**config.mk**
```make
export PLATFORM = sky130hd
export DESIGN_NAME = booth_div
export DESIGN_NICKNAME = d
export VERILOG_FILES = /design/src/rtl/booth_div.sv
export SDC_FILE = /design/constraint.sdc
export NUM_CORES = 1
export LEC_CHECK = 0
export ABC_AREA = 0
export CAP_MARGIN = 20
export CORE_UTILIZATION = 51
export DETAILED_ROUTE_END_ITERATION = 12
export MAX_ROUTING_LAYER = met4
export PLACE_DENSITY = 0.73
export REMOVE_ABC_BUFFERS = 1
export SYNTH_ARGS = -nofsm -noshare
export SYNTH_HDL_FRONTEND = slang
export SYNTH_SLANG_ARGS = --single-unit
```
**constraint.sdc**
```tcl
create_clock -name i_clk -period 1.95 [get_ports i_clk]
set_clock_uncertainty 0.1 [all_clocks]
set_input_delay 0.2925 -clock i_clk [delete_from_list [all_inputs] [get_ports i_clk]]
set_output_delay 0.2925 -clock i_clk [all_outputs]
set_load 0.02 [all_outputs]
```
**src/rtl/booth_div.sv**
```systemverilog
// Sequential signed divider: radix-2 restoring division on operand magnitudes,
// one quotient bit per cycle, followed by a sign-correction step.
module booth_div #(
    parameter int WORD_LEN = 8
) (
    input  logic                i_clk,
    input  logic                i_rstn,
    input  logic                i_start,
    input  logic [WORD_LEN-1:0] i_dividend,
    input  logic [WORD_LEN-1:0] i_divisor,
    output logic                o_busy,
    output logic                o_done,
    output logic [WORD_LEN-1:0] o_reg_quotient,
    output logic [WORD_LEN-1:0] o_reg_remainder,
    output logic                o_div_by_zero
);

    typedef enum logic [1:0] {IDLE, CALC, FIX} state_t;

    localparam int CW = $clog2(WORD_LEN) + 1;
    localparam logic [CW-1:0] LAST = CW'(WORD_LEN - 1);

    state_t state, state_next;

    logic [CW-1:0]       count;
    logic [WORD_LEN-1:0] dividend_q;
    logic [WORD_LEN-1:0] dvd_shift;
    logic [WORD_LEN-1:0] quo_mag;
    logic [WORD_LEN-1:0] rem_mag;
    logic [WORD_LEN:0]   dsr_mag;
    logic                neg_dividend;
    logic                neg_divisor;

    logic [WORD_LEN-1:0] dvd_mag_in;
    logic [WORD_LEN:0]   dsr_mag_in;
    logic [WORD_LEN:0]   shifted;
    logic                fits;

    // The most negative dividend's magnitude is exactly 2^(WORD_LEN-1), which still fits unsigned.
    always_comb begin
        dvd_mag_in = i_dividend[WORD_LEN-1] ? (~i_dividend + 1'b1) : i_dividend;
        dsr_mag_in = {1'b0, (i_divisor[WORD_LEN-1] ? (~i_divisor + 1'b1) : i_divisor)};
        shifted    = {rem_mag, dvd_shift[WORD_LEN-1]};
        fits       = (shifted >= dsr_mag);
    end

    always_ff @(posedge i_clk or negedge i_rstn) begin
        if (!i_rstn) state <= IDLE;
        else         state <= state_next;
    end

    always_comb begin
        state_next = state;
        case (state)
            IDLE:    if (i_start) state_next = CALC;
            CALC:    if (count == LAST) state_next = FIX;
            FIX:     state_next = IDLE;
            default: state_next = IDLE;
        endcase
    end

    assign o_busy = (state != IDLE);

    always_ff @(posedge i_clk or negedge i_rstn) begin
        if (!i_rstn) begin
            count           <= '0;
            dividend_q      <= '0;
            dvd_shift       <= '0;
            quo_mag         <= '0;
            rem_mag         <= '0;
            dsr_mag         <= '0;
            neg_dividend    <= 1'b0;
            neg_divisor     <= 1'b0;
            o_done          <= 1'b0;
            o_reg_quotient  <= '0;
            o_reg_remainder <= '0;
            o_div_by_zero   <= 1'b0;
        end else begin
            o_done <= (state == FIX);
            case (state)
                IDLE: begin
                    if (i_start) begin
                        dividend_q   <= i_dividend;
                        neg_dividend <= i_dividend[WORD_LEN-1];
                        neg_divisor  <= i_divisor[WORD_LEN-1];
                        dvd_shift    <= dvd_mag_in;
                        dsr_mag      <= dsr_mag_in;
                        rem_mag      <= '0;
                        quo_mag      <= '0;
                        count        <= '0;
                    end
                end
                CALC: begin
                    rem_mag   <= fits ? WORD_LEN'(shifted - dsr_mag) : shifted[WORD_LEN-1:0];
                    quo_mag   <= {quo_mag[WORD_LEN-2:0], fits};
                    dvd_shift <= {dvd_shift[WORD_LEN-2:0], 1'b0};
                    count     <= count + 1'b1;
                end
                FIX: begin
                    // A zero divisor makes every trial succeed; report -1 and the dividend instead.
                    if (dsr_mag == '0) begin
                        o_reg_quotient  <= '1;
                        o_reg_remainder <= dividend_q;
                        o_div_by_zero   <= 1'b1;
                    end else begin
                        o_reg_quotient  <= (neg_dividend ^ neg_divisor) ? (~quo_mag + 1'b1) : quo_mag;
                        o_reg_remainder <= neg_dividend ? (~rem_mag + 1'b1) : rem_mag;
                        o_div_by_zero   <= 1'b0;
                    end
                end
                default: ;
            endcase
        end
    end

endmodule

```
==> summary.txt <==
Run status
  • Status: finished with violations
  • Failing checks: negative setup slack

Setup path
  • Critical path required time: 2070 ps
  • CP arrival: 2090 ps
  • Worst setup slack for register-to-register paths: -30 ps
  • R2r startpoint: dvd_shift[7]
  • CP Class: flip-flop to flip-flop
  • RR Endpoint: rem_mag[6]
  • Max FO, Critical Path: 2
  • Startpoint Class: flip-flop
  • Reg2Reg Depth: 9
  • Critical path endpoint category: flip-flop

Floorplanning
  • Die Y: 85.41 um
  • I/O Pins: 38
  • Core Region: 6756 um2
  • Placement Rows: 30
  • Die width: 85.41 um
  • Die area: 7295 um2
  • Initial Util: 52.52%

Synth
  • Post-synth top area share: 45.84%
  • Netlist cell types: 45
  • Number of synthesized flops with an enable pin: 0
  • Largest area contributor in the netlist: dfrtp_1
  • Seq cells post-synth: 65
  • Syn Area/Cell: 8.893 um2
  • Cell Area, Synth: 3548 um2
  • Post-synth top flop: dfrtp_1
  • Register area share after synthesis: 45.84%
  • Async S/R FF share, synth: 100.0%
  • Cells after Synth: 399
  • Top post-synthesis cells by area: dfrtp_1 46%, nand2_1 7.6%, o21ai_0 5.9%
  • Ys Warns: 0

Power
  • Pwr Density: 1826 nW/um2
  • Tot Pwr: 8.310 mW
  • Worst ir drop on vdd: 790.9 uV
  • Leakage: 2.040 nW

Timing
  • Setup TNS: -27.64 ps
  • Final setup violation count: 1
  • Setup ws final: -27.64 ps
  • Final Cycle Share: 101.4%
  • Tmin final: 1978 ps
  • Final Max Tran Viols: 0
  • Slew headroom: 56.10%
  • Final hold viol count: 0
  • RSZ-0062 raised after global routing: yes
  • Slew at the pin closest to its max-slew limit: 653.8 ps
  • Achievable Freq: 0.5057 GHz

GRT
  • Tot GR Track Use: 24.40%
  • Global-route wire length before repair: 13.47 mm
  • Largest net degree at the start of global routing: 46
  • Initial antenna violation count: 0
  • Gr ovfl total: 0
  • Vias in the first global route: 2878

Final layout
  • Share of layout cells above drive strength 1: 17.36%
  • Most frequent cells in the layout: 72 x nand2_1, 65 x dfrtp_1, 44 x buf_4
  • Final Cell Area: 4552 um2
  • Register Area: 1627 um2
  • ANT cells: 0
  • Fill count: 543
  • Commonest non-fill, non-tap cell in the layout: nand2_1
  • Post-Layout Cell Count: 558
  • Net count, final: 507
  • Layout overhead on the synthesized area: 28.28%
  • Footprint of the multi-input gates: 1844 um2

Clock tree
  • H-tree depth: 3
  • Clk buf depth: 2
  • Num Clock Sinks: 65
  • Worst-Skew Late Latency: 350 ps
  • Clock root buffer master: clkbuf_8
  • TritonCTS buffer count: 9
  • Clock Pin Slew Worst Setup and Hold Paths: 80 ps
  • CTS tree: done

Detailed routing
  • Detailed Routing Iterations Pass 1: 4
  • Via Count: 3033
  • Total Wirelength: 7.883 mm
  • Antenna Violating Nets Remaining: 0
  • Initial DRC count: 143
  • DR DRC count: 0
  • Vias per cell: 5.435
  • WL per Instance: 14.13 um

Place
  • Post-placement cell area: 4243 um2
  • DP Worst Slack: -133.5 ps
  • Hpwl dp: 5.685 mm
  • Gpl congestion: 0.8845
  • Placed Cells: 537
  • Number of buffers added on ports: 37

Run
  • Maxcap violations: 0

Min path
  • Hold crit path type: input pin to asynchronous set/reset pin
## final cells by class
type                            instances  area share (%)
Multi-Input combinational cell        294           40.52
Timing Repair Buffer                   84           16.25
Clock buffer                            9           2.721
Inverter                               20           1.649
Sequential cell                        65           35.73
Clock inverter                          6          0.9346
Tap cell                               80           2.199
## power breakdown
part,switching [mW],internal [mW]
Clock,0.546,0.458
Combinational,2.52,2.40
Sequential,0.433,1.95
## synthesized netlist by cell type (2+ instances only)
master,number
or3_1,5
o31ai_1,6
nand2b_1,6
buf_2,7
ha_1,13
nor2_1,25
xor2_1,18
inv_1,19
o21ai_0,42
nand3_1,16
a22oi_1,5
nor3_1,3
a31oi_1,8
a21oi_1,15
o22ai_1,3
mux2i_1,7
dfrtp_1,65
nand2_1,72
nor4_1,2
o211ai_1,4
xnor2_1,9
a21o_1,3
nand4_1,3
nor2b_1,4
clkbuf_1,12
o21ai_1,6
o22a_1,3
## state kept, by name (all words and copies together), names as in the netlist
register and flops:
quo_mag 8, dividend_q 8, state 2, neg_divisor 1, rem_mag 8, count 4
dsr_mag 8, o_reg_remainder 8, o_done 1, o_reg_quotient 8, dvd_shift 8, o_div_by_zero 1
## layer usage
layer	vias up	routed length (um)	GRT usage [%]
met5	-	0	-
met2	72	3795	38.91
met4	0	113	8.333
met1	1425	3692	31.94
li1	1526	-	-
met3	10	282	3.696
## metrics by stage
step / util, % / hold slack [ps]
global placement: 62.80 / 177.2
floorplan: - / -103.1
detailed placement: 62.80 / 184.0
finish: 67.37 / 330.3
CTS: 65.74 / 337.9
global route: 67.37 / 393.3
## what timing repair did
action,CTS,global route
gates resized for setup,4,17
setup buffers,0,5
endpoints found under the setup margin,8,10
endpoints found under the hold margin,20,0
pin swaps,2,8
hold buffers,1,0
## worst max-delay path, cell delays in order (launching register included)
cell and delay, ps:
dfrtp_1 390, inv_2 70, ha_4 120, inv_2 40
fa_2 360, a211oi_4 240, o21bai_1 110, a21oi_1 150
xor2_1 170, o211ai_1 100
## cell families after synthesis
kind of cell / Yosys count / share of synthesized area, %
and+or+nand+nor: 142 / 17.98
DFF: 65 / 45.84
adders and majority gates: 14 / 5.148
AOI/OAI and AO/OA: 104 / 17.70
muxes: 7 / 1.975
buffers and inverters: 40 / 4.689
xor gates and xnor gates: 27 / 6.664
## how the worst max path moves through the flow
stage	start	to	slack [ps]	cells past startpoint
6_report	dvd_shift[7]	rem_mag[6]	-30	9
5_1_grt	dvd_shift[7]	rem_mag[6]	-130	9
4_1_cts	dvd_shift[7]	rem_mag[6]	-60	9
3_5_place_dp	dvd_shift[7]	rem_mag[6]	-130	9
3_3_place_gp	dvd_shift[7]	rem_mag[6]	-110	9
2_1_floorplan	rem_mag[3]	rem_mag[5]	-110	6
Power figures use the tool's default switching activity.
